File: src/rtl/inst_mem_pkg.sv
// Shared types and constants for the instruction memory fetch block.
package inst_mem_pkg;

  typedef enum logic [1:0] {
    FAULT_OK       = 2'b00,
    FAULT_MISALIGN = 2'b01,
    FAULT_RANGE    = 2'b10
  } fault_e;

  localparam logic [31:0] RV32I_NOP = 32'h0000_0013;

  localparam int INST_W = 32;
  localparam int PC_W   = 32;

  // Default response entry for an RV32 core; other widths pass their own type.
  typedef struct packed {
    logic [INST_W-1:0] inst;
    logic [PC_W-1:0]   addr;
    fault_e            fault;
  } rsp_t;

endpackage : inst_mem_pkg

File: src/rtl/inst_rsp_fifo.sv
// Small first-word-fall-through FIFO for fetch responses; head is always entry 0.
module inst_rsp_fifo
  import inst_mem_pkg::*;
#(
  parameter int  DEPTH   = 2,
  parameter type entry_t = rsp_t
) (
  input  logic   clk,
  input  logic   rst_n,
  input  logic   flush_i,
  input  logic   push_i,
  input  entry_t wdata_i,
  input  logic   pop_i,
  output entry_t rdata_o,
  output logic   empty_o
);

  localparam int CNT_W = $clog2(DEPTH + 1);

  entry_t           mem_q [DEPTH];
  entry_t           mem_d [DEPTH];
  logic [CNT_W-1:0] cnt_q, cnt_d;
  logic [CNT_W-1:0] wr_idx;

  // A push in a pop cycle lands one slot lower because the entries shift down.
  assign wr_idx = cnt_q - CNT_W'(pop_i);

  always_comb begin
    mem_d = mem_q;
    cnt_d = cnt_q;
    if (flush_i) begin
      cnt_d = '0;
    end else begin
      if (pop_i) begin
        for (int i = 0; i < DEPTH - 1; i++) mem_d[i] = mem_q[i + 1];
      end
      for (int i = 0; i < DEPTH; i++) begin
        if (push_i && (wr_idx == CNT_W'(i))) mem_d[i] = wdata_i;
      end
      cnt_d = cnt_q + CNT_W'(push_i) - CNT_W'(pop_i);
    end
  end

  // NOTE: storage is deliberately not reset; only the count defines validity,
  // which keeps the data flops free of reset routing.
  always_ff @(posedge clk) begin
    mem_q <= mem_d;
  end

  always_ff @(posedge clk or negedge rst_n) begin
    if (!rst_n) cnt_q <= '0;
    else        cnt_q <= cnt_d;
  end

  assign rdata_o = mem_q[0];
  assign empty_o = (cnt_q == '0);

endmodule : inst_rsp_fifo

File: src/rtl/inst_mem_fetch.sv
// Instruction memory with valid/ready fetch, boot load port, fault reporting,
// credit-based backpressure and branch-redirect flush.
module inst_mem_fetch
  import inst_mem_pkg::*;
#(
  parameter int                DATA_W     = 32,
  parameter int                ADDR_W     = 32,
  parameter int                DEPTH      = 16,
  parameter int                READ_LAT   = 1,
  parameter logic [DATA_W-1:0] RESET_INST = DATA_W'(RV32I_NOP)
) (
  input  logic              clk,
  input  logic              rst_n,
  input  logic              load_en,
  input  logic [ADDR_W-1:0] load_addr,
  input  logic [DATA_W-1:0] load_data,
  output logic              load_err,
  input  logic              flush,
  input  logic              req_valid,
  output logic              req_ready,
  input  logic [ADDR_W-1:0] req_addr,
  output logic              rsp_valid,
  input  logic              rsp_ready,
  output logic [DATA_W-1:0] rsp_inst,
  output logic [ADDR_W-1:0] rsp_addr,
  output logic [1:0]        rsp_fault
);

  localparam int IDX_W  = $clog2(DEPTH);
  localparam int FIFO_D = READ_LAT + 1;
  localparam int CNT_W  = $clog2(READ_LAT + 2);

  typedef struct packed {
    logic [DATA_W-1:0] inst;
    logic [ADDR_W-1:0] addr;
    fault_e            fault;
  } entry_t;

  function automatic fault_e decode_fault(input logic [ADDR_W-1:0] a);
    if (a[1:0] != 2'b00)           return FAULT_MISALIGN;
    if (a >= ADDR_W'(DEPTH * 4))   return FAULT_RANGE;
    return FAULT_OK;
  endfunction

  logic [DATA_W-1:0] mem_q [DEPTH];
  logic              load_ok;
  logic              load_err_q;
  fault_e            load_fault;
  fault_e            req_fault;
  entry_t            rd_entry;
  entry_t            push_data;
  entry_t            head;
  logic              accept;
  logic              push;
  logic              pop;
  logic              fifo_empty;
  logic [CNT_W-1:0]  out_q, out_d;

  // Load port: illegal addresses are dropped and reported one cycle later.
  assign load_fault = decode_fault(load_addr);
  assign load_ok    = load_en && (load_fault == FAULT_OK);

  always_ff @(posedge clk) begin
    if (load_ok) mem_q[load_addr[IDX_W+1:2]] <= load_data;
  end

  always_ff @(posedge clk or negedge rst_n) begin
    if (!rst_n) load_err_q <= 1'b0;
    else        load_err_q <= load_en && !load_ok;
  end

  assign load_err = load_err_q;

  // Loads and flushes take the array/pipeline for the cycle, so fetch stalls.
  assign req_ready = (out_q < CNT_W'(READ_LAT + 1)) && !load_en && !flush && rst_n;
  assign accept    = req_valid && req_ready;
  assign req_fault = decode_fault(req_addr);

  always_comb begin
    rd_entry       = '0;
    rd_entry.addr  = req_addr;
    rd_entry.fault = req_fault;
    rd_entry.inst  = (req_fault == FAULT_OK) ? mem_q[req_addr[IDX_W+1:2]] : RESET_INST;
  end

  if (READ_LAT == 1) begin : g_lat1
    assign push      = accept;
    assign push_data = rd_entry;
  end else begin : g_lat2
    logic   stage_valid_q;
    entry_t stage_q;

    always_ff @(posedge clk or negedge rst_n) begin
      if (!rst_n) begin
        stage_valid_q <= 1'b0;
        stage_q       <= '0;
      end else if (flush) begin
        stage_valid_q <= 1'b0;
      end else begin
        stage_valid_q <= accept;
        stage_q       <= rd_entry;
      end
    end

    assign push      = stage_valid_q;
    assign push_data = stage_q;
  end

  inst_rsp_fifo #(
    .DEPTH   (FIFO_D),
    .entry_t (entry_t)
  ) u_rsp_fifo (
    .clk     (clk),
    .rst_n   (rst_n),
    .flush_i (flush),
    .push_i  (push),
    .wdata_i (push_data),
    .pop_i   (pop),
    .rdata_o (head),
    .empty_o (fifo_empty)
  );

  // Credits cover the stage register plus the FIFO, so the FIFO cannot overflow.
  always_comb begin
    out_d = out_q;
    if (flush) out_d = '0;
    else       out_d = out_q + CNT_W'(accept) - CNT_W'(pop);
  end

  always_ff @(posedge clk or negedge rst_n) begin
    if (!rst_n) out_q <= '0;
    else        out_q <= out_d;
  end

  assign rsp_valid = !fifo_empty;
  assign pop       = rsp_valid && rsp_ready;
  assign rsp_inst  = rsp_valid ? head.inst  : RESET_INST;
  assign rsp_addr  = rsp_valid ? head.addr  : '0;
  assign rsp_fault = rsp_valid ? head.fault : FAULT_OK;

endmodule : inst_mem_fetch
File: config.mk
export PLATFORM = sky130hd
export DESIGN_NAME = inst_mem_fetch
export DESIGN_NICKNAME = d
export VERILOG_FILES = /design/src/rtl/inst_mem_pkg.sv /design/src/rtl/inst_rsp_fifo.sv /design/src/rtl/inst_mem_fetch.sv
export SDC_FILE = /design/constraint.sdc
export NUM_CORES = 1
export LEC_CHECK = 0
export CAP_MARGIN = 20
export CORE_MARGIN = 1.5
export CORE_UTILIZATION = 50
export CTS_CLUSTER_DIAMETER = 150
export DETAILED_ROUTE_END_ITERATION = 16
export MAX_ROUTING_LAYER = met4
export PLACE_DENSITY = 0.67
export SYNTH_ARGS = -nofsm -noshare
export SYNTH_HDL_FRONTEND = slang
export SYNTH_SLANG_ARGS = --single-unit
File: constraint.sdc
create_clock -name clk -period 6.96 [get_ports clk]
set_input_delay 1.74 -clock clk [delete_from_list [all_inputs] [get_ports clk]]
set_output_delay 1.74 -clock clk [all_outputs]
set_load 0.1 [all_outputs]
# After elaboration in Yosys (flattened, before gate mapping)

Memory sizes are Yosys's and may differ from the RTL's.
Cells that the tools add are included.

Register bits: 137
Bits in writable memories: 512
Logic and storage cells: 66
Memories: 1

Memory list:

| name  | words | width | read ports | clocked after memory_dff | wr ports | RTL line             | RTL |
|---|---|---|---|---|---|---|---|
| mem_q | 16    | 32    | 1          | 0                        | 1        | inst_mem_fetch.sv:45 | `logic [DATA_W-1:0] mem_q [DEPTH];` |

Add/sub/neg operators: 5
Magnitude comparators: 3
Equality and inequality tests: 1
Muxes and demuxes: 24
Bitwise gates (word level): 1
Reduce and logical (&&, ||, !) cells: 22

Operators with widths:

| kind                                                  | count |
|---|---|
| two-way mux 66 bit                                    | 2 |
| two-way mux 32 bit                                    | 3 |
| >= comparator 32 x 7 -> 1 bit (second input constant) | 2 |
| two-way mux 2 bit                                     | 11 |
| logical AND 1 bit                                     | 9 |
| zero test 2 bit                                       | 4 |
| two-way mux 1 bit                                     | 8 |
| nonzero test 2 bit                                    | 3 |
| subtractor 2 x 1 -> 2 bit                             | 3 |
| adder 2 x 1 -> 2 bit                                  | 2 |
| zero test 1 bit                                       | 4 |
| AND reduction 2 bit                                   | 2 |
| equality test 2 x 1 -> 1 bit (second input constant)  | 1 |
| less-than comparator 2 bit (second input constant)    | 1 |
| inverter 1 bit                                        | 1 |

# Logic depth before layout (Yosys ltp)

Gate-level depths: netlist of the first run.

Depth after elaboration: 9
Depth in mapped cells: 11
Gate-level depth less buffers: 8

# Hierarchy

Synthesis of the first run repeated with hierarchy kept, for this count alone.

Cells, all modules: 1216
Area, all modules: 25781.0 um^2

By module, submodules not included:

| module         | times used | cells an instance | area each (um^2) |
|---|---|---|---|
| inst_mem_fetch | 1          | 929               | 20249.4 |
| inst_rsp_fifo  | 1          | 287               | 5531.6 |

# Worst setup path before layout of the first run

Ideal clock, no wire load.

Kind: input port to flip-flop
Start point: input port load_en
End point: register u_rsp_fifo.mem_q (netlist bit u_rsp_fifo.rdata_o[0]) (enable)
Data arrival time: 7621 ps
Data required time: 6448 ps
Path slack: -1174 ps
Stages: 6
Buffers on the path: 2
Cells stage by stage: nor4b_2 > and2_1 > nand3_1 > buf_2 > buf_2 > a21oi_1

Word-level cells in the longest chain between the ends: 8

Ends and longest elaborated chain:

| item                                 | RTL line             | RTL |
|---|---|---|
| start, declared                      | inst_mem_fetch.sv:14 | `input logic load_en,` |
| zero test 1 bit                      | inst_mem_fetch.sv:75 | `assign req_ready = (out_q < CNT_W'(READ_LAT + 1)) && !load_en && !flush && rst_n;` |
| logical AND 1 bit (3 in a row)       | inst_mem_fetch.sv:75 |  |
| logical AND 1 bit                    | inst_mem_fetch.sv:76 | `assign accept = req_valid && req_ready;` |
| logical AND 1 bit                    | inst_rsp_fifo.sv:38  | `if (push_i && (wr_idx == CNT_W'(i))) mem_d[i] = wdata_i;` |
| nonzero test 2 bit (no source line)  | --                   |  |
| AND reduction 2 bit (no source line) | --                   |  |
| end signal, assigned                 | inst_rsp_fifo.sv:47  | `mem_q <= mem_d;` |
| end, declared                        | inst_rsp_fifo.sv:20  | `entry_t mem_q [DEPTH];` |

Every way passes these cells.
A chain may end at the register's enable or synchronous reset.

# Worst setup path in the final report of the first run

Start point: input port flush
End point: output port req_ready

Word-level cells in the longest chain between the ends: 3

Ends and longest elaborated chain:

| item                           | RTL line             | RTL |
|---|---|---|
| start, declared                | inst_mem_fetch.sv:18 | `input logic flush,` |
| zero test 1 bit                | inst_mem_fetch.sv:75 |  |
| logical AND 1 bit (2 in a row) | inst_mem_fetch.sv:75 |  |
| end, declared                  | inst_mem_fetch.sv:20 | `output logic req_ready,` |

Every way passes these cells.

==> flow_summary.toml, run 1 <==
[outcome]
outcome = "finished, final reports clean"

[floorplan]
dieArea_um2 = 51200
ios = 171
die-height_um = 226.3
rows = 81
initial_core_util_pct = 50.81
die_width_um = 226.3
coreArea_um2 = 49050

[worst_setup_path]
arrival_ps = 3860
critPathKind = "in -> out"
critPathRequiredTime_ps = 5220
crit_chain = "clkdlybuf4s50_1, nor4b_2, clkdlybuf4s50_1"
startpoint_type = "input port"
ff2ff_setup_slack_ps = 3230
end_kind = "output port"
cp_common_cell = "clkdlybuf4s50_1"
slowest_delay_ps = 1200
slowest_stage = "clkdlybuf4s50_1"
crit_fanout = 6

[clock_network]
post_cts_buffers = 0
htree_num_levels = 3
clock-sinks = 649
cts_buffers = 66
clock_latency_ps = 590
clk_pin_slew_ps = 60
cts_resized = 0
ctsRootBufferMaster = "clkbuf_16"
cts-hold-fix-buffers = 0
cts-root-to-sink-buffers = 3
cts_tree = "yes"

[synth]
synth_fa_ha_area_share_pct = 0.2510
ys_warn_count = 0
synth-seq-cells = 649
synth_fp_nets = 1262
synth_top_family_by_area = "multiplexers"
synthMuxAreaShare_pct = 14.50
syn_inst = 1155
synth_area_um2 = 24920
synth-compound-area-share_pct = 2.610
seq_area_frac_synth_pct = 78.09
synthXorXnorAreaFrac_pct = 0.1757
syn_area_per_cell_um2 = 21.58
yosys.area_share.simple_pct = 3.203
synth.distinct_cells = 32

[grt]
grt_pass1_vias = 12604
grt_antenna_before_repair = 4
grt_max_degree = 94
grt_overflow_total = 0
grt_pass1_wl_mm = 78.85
grt.total_usage_pct = 21.90

[detailed_routing]
finalWirelength_mm = 52.52
via_per_inst = 5.779
antenna_left = 0
wl_per_cell_um = 25.31
dr.pass1.iters = 5
drt_iter0_drc = 984
post-route-drc-count = 0
num_vias = 11991

[final_layout]
final_common_cell = "edfxtp_1"
utilization_pct = 60.34
syn_to_final_growth_pct = 18.75
layout.nets = 1470
final_cell_mix = "edfxtp_1 (644), clkdlybuf4s50_1 (168), mux4_2 (125)"
fillers = 3573
drive_above_1_share_pct = 24.02

[timing]
slew_viol_final = 0
final.setup_skew_ps = 19.01
worstMarginPinSlew_ps = 1086
min_period_ps = 5602
tns_ps = 0
timing.fmax_ghz = 0.1785
rsz0062_at_grt = "no"
relSlewSlack_pct = 27.45
setup_violations = 0
min_period_over_period_pct = 80.49
hold_viol = 0

[place]
gp_congestion = 0.7563
dpl.hpwl_mm = 28.61
io_buffers = 170

[power]
leakage_uw = 0.009339
ir_drop_v = 0.0002606
p_per_area_nw_per_um2 = 320.1

[flow_run]
cap_violations = 0

[min_path]
hold_path.class = "reg -> reg"
==> stage by stage <==
step / area, um2 / setup slack [ps] / instances / hold WS, ps / total power, uW
3_5_place_dp: 27570 / 1355 / 1957 / 521.5 / 6285
5_1_grt: 29600 / 1279 / 2075 / 556.5 / 9764
4_1_cts: 29540 / 1351 / 2069 / 538.2 / 9553
3_3_place_gp: 27570 / 1390 / 1957 / 508.2 / 6272
2_1_floorplan: 24930 / 172.2 / 1155 / 496.3 / 5791
6_report: 29600 / 1358 / 2075 / 529.8 / 9473
==> final timing paths <==
kind                                startpoint  cells after the start                     end
max                                      flush                      3               req_ready
min                        u_rsp_fifo.mem_q[0]                      2   u_rsp_fifo.rdata_o[0]
max reg2reg                u_rsp_fifo.cnt_q[1]                      9  u_rsp_fifo.rdata_o[65]
min reg2reg                u_rsp_fifo.mem_q[0]                      2   u_rsp_fifo.rdata_o[0]
max in group asynchronous                rst_n                      1     u_rsp_fifo.cnt_q[1]
min in group asynchronous                rst_n                      1                load_err
==> cells in the mapped netlist, drive strengths merged <==
| cell type | n | area share [%] |
|---|---|---|
| a21oi | 30 | 0.60 |
| a22o | 3 | 0.11 |
| a22oi | 58 | 1.7 |
| and2 | 65 | 1.6 |
| and3 | 1 | 0.025 |
| buf | 40 | 0.80 |
| clkbuf | 18 | 0.27 |
| dfrtp | 5 | 0.50 |
| edfxtp | 644 | 78 |
| ha | 5 | 0.25 |
| inv | 6 | 0.090 |
| mux2 | 71 | 3.2 |
| mux4 | 125 | 11 |
| nand2 | 4 | 0.060 |
| nand2b | 4 | 0.10 |
| nand3 | 5 | 0.10 |
| nand3b | 4 | 0.12 |
| nand4 | 2 | 0.050 |
| nor2 | 28 | 0.42 |
| nor2b | 5 | 0.13 |
| nor4 | 13 | 0.33 |
| nor4b | 1 | 0.060 |
| o21ai | 4 | 0.080 |
| o22ai | 3 | 0.075 |
| or2 | 1 | 0.025 |
| or3 | 4 | 0.12 |
| or3b | 1 | 0.035 |
| xnor2 | 3 | 0.11 |
| xor2 | 2 | 0.070 |
==> where the power goes <==
| group | total [uW] | internal (uW) | switching (uW) |
|---|---|---|---|
| clock | 3290 | 1890 | 1400 |
| combinational | 1800 | 456 | 1350 |
| sequential | 4380 | 4370 | 14.4 |
| total | 9470 | 6710 | 2760 |
==> worst max-delay path: cells and delay by family <==
kind,cells,cell delay (ps)
buf+inv,2,1750
simple gates,1,370
==> flip-flops by register name, indices dropped and copies added, names as in the netlist <==
signal,flops
out_q,2
mem_q,512
u_rsp_fifo.cnt_q,2
load_err,1
u_rsp_fifo.mem_q,66
u_rsp_fifo.rdata_o,66
==> area by class of cell <==
| cell class | count | area [um2] | share of cell area, % |
|---|---|---|---|
| sequential | 649 | 19460 | 65.76 |
| multi-input combinational | 442 | 5326 | 18.00 |
| timing repair buffer | 198 | 1966 | 6.641 |
| clock buffer | 86 | 1790 | 6.049 |
| tap | 664 | 830.8 | 2.807 |
| clock inverter | 26 | 187.7 | 0.6341 |
| inverter | 6 | 22.52 | 0.07609 |
| antenna | 4 | 10.01 | 0.03382 |
==> cells by family after synthesis <==
kind of cell | count (synthesis)
AOI/OAI and AO/OA | 98
DFF | 649
buffers and inverters | 64
xor gates and xnor gates | 5
muxes | 196
and+or+nand+nor | 138
adders and majority gates | 5
==> per-layer routing <==
layer | share of wire (%) | vias up | GRT usage [%]
li1 | - | 5219 | -
met1 | 42 | 6305 | 28.89
met2 | 50 | 397 | 35.79
met3 | 6.4 | 70 | 4.134
met4 | 1.5 | 0 | 4.968
met5 | 0 | - | -
Note: power is estimated with default switching activity, not from simulation.
==> inputs of run 2 (changes only) <==
==> constraint.sdc (replaced) <==
create_clock -name clk -period 5.55 [get_ports clk]
set_input_delay 1.3875 -clock clk [delete_from_list [all_inputs] [get_ports clk]]
set_output_delay 1.3875 -clock clk [all_outputs]
set_load 0.1 [all_outputs]
==> flow_summary.toml, run 2 (synthesized netlist as in run 1, its figures left out) <==
[final_layout]
largest_reg_flops = 512
drive_above_1_share_pct = 24.63
final_cells = 2086
top_register = "mem_q"
layout.nets = 1483
syn_to_final_growth_pct = 19.09
final_common_cell = "edfxtp_1"
fillers = 3529
fin_area_um2 = 29680
final_cell_mix = "edfxtp_1 (644), clkdlybuf4s50_1 (167), mux4_2 (125)"

[floorplan]
die-height_um = 226.3
coreArea_um2 = 49050
rows = 81
ios = 171
die_width_um = 226.3
initial_core_util_pct = 50.81
dieArea_um2 = 51200

[timing]
worstMarginPinSlew_ps = 1083
final.setup_skew_ps = 15.75
rsz0062_at_grt = "no"
slew_viol_final = 0
min_period_over_period_pct = 85.88
hold_viol = 0
timing.fmax_ghz = 0.2098
min_period_ps = 4766
relSlewSlack_pct = 27.77
setup_ws_ps = 783.6
setup_violations = 0
tns_ps = 0

[grt]
grt_max_degree = 74
grt.total_usage_pct = 21.60
grt_overflow_total = 0
grt_pass1_wl_mm = 78.29
grt_pass1_vias = 12667
grt_antenna_before_repair = 1

[place]
io_buffers = 170
dpl_cell_area_um2 = 27720
place_inst = 1971
dp_slack_ps = 1020
dpl.hpwl_mm = 29.64
gp_congestion = 0.7713

[worst_setup_path]
critPathKind = "reg -> out"
crit_family = "buffers and inverters"
r2r_cells = 8
setup.worst_path.end = "rsp_inst[18]"
end_kind = "output port"
arrival_ps = 3380
critPathLaunch = "u_rsp_fifo.cnt_q[1]"
slowest_delay_ps = 1130
startpoint_type = "register"
ff2ff_setup_slack_ps = 1910
worst-path-buf-inv = 2
slowest_stage = "clkdlybuf4s50_1"
crit_fanout = 57
crit_chain = "or2_2, buf_4, and2_1, clkdlybuf4s50_1"
critical_path_depth = 4
critPathRequiredTime_ps = 4160
r2r_end = "u_rsp_fifo.rdata_o[45]"
rr_startpoint = "u_rsp_fifo.cnt_q[1]"

[clock_network]
cts-hold-fix-buffers = 0
clock_latency_ps = 590
post_cts_buffers = 0
ctsRootBufferMaster = "clkbuf_16"
clock-sinks = 649
htree_num_levels = 3
cts_resized = 0
cts-root-to-sink-buffers = 3
cts_tree = "yes"
clk_pin_slew_ps = 60
cts_buffers = 67

[detailed_routing]
via_per_inst = 5.758
finalWirelength_mm = 51.52
wl_per_cell_um = 24.70
dr.pass1.iters = 4
post-route-drc-count = 0
drt_iter0_drc = 1114
antenna_left = 0
num_vias = 12011

[power]
leakage_uw = 0.009405
ir_drop_v = 0.0003051
p_per_area_nw_per_um2 = 398.2

[outcome]
outcome = "finished, final reports clean"

[min_path]
hold_path.class = "reg -> reg"

[flow_run]
cap_violations = 0
-- run 2: report_power, final --
| group | total [uW] | internal, uW | switching, uW |
|---|---|---|---|
| clock network | 4070 | 2330 | 1740 |
| logic | 2250 | 572 | 1680 |
| registers | 5500 | 5480 | 17.9 |
| total | 11800 | 8380 | 3440 |
-- run 2: final cells by class --
type | instances | area (um2) | share of cell area, %
inverter | 6 | 22.52 | 0.07588
multi-input combinational | 442 | 5335 | 17.97
antenna | 1 | 2.502 | 0.008431
clock inverter | 25 | 118.9 | 0.4005
tap | 664 | 830.8 | 2.799
sequential | 649 | 19460 | 65.58
timing repair buffer | 210 | 2063 | 6.951
clock buffer | 89 | 1844 | 6.214
-- run 2: routing by layer --
metal,vias up,wire (um),global-route usage (%)
met5,-,0,-
met4,0,1010,6.688
met3,71,3576,3.641
met2,444,25320,34.17
met1,6258,21610,29.10
li1,5238,-,-
-- run 2: tightest hold or removal path, stage by stage (launching register included) --
cell and delay [ps]:
edfxtp_1 330, nand2_1 40, o21ai_0 60
-- run 2: per-stage QoR --
step	utilization (%)	total power, uW	hold WS (ps)
final	60.51	11820	533.4
after global routing	60.51	12210	555.6
after CTS	60.50	11940	536.1
after detailed placement	56.50	7876	522.9
after global placement	56.50	7859	508.9
after floorplan	-	7263	496.3
-- run 2: how the worst min path moves through the flow --
| stage | start | slack (ps) | end | cells after the start |
|---|---|---|---|---|
| floorplan | u_rsp_fifo.mem_q[0] | 500 | u_rsp_fifo.rdata_o[0] | 2 |
| global placement | u_rsp_fifo.mem_q[0] | 510 | u_rsp_fifo.rdata_o[0] | 2 |
| detailed placement | u_rsp_fifo.mem_q[0] | 520 | u_rsp_fifo.rdata_o[0] | 2 |
| CTS | u_rsp_fifo.mem_q[0] | 540 | u_rsp_fifo.rdata_o[0] | 2 |
| global route | u_rsp_fifo.mem_q[6] | 560 | u_rsp_fifo.rdata_o[6] | 1 |
| finish | u_rsp_fifo.mem_q[0] | 530 | u_rsp_fifo.rdata_o[0] | 2 |
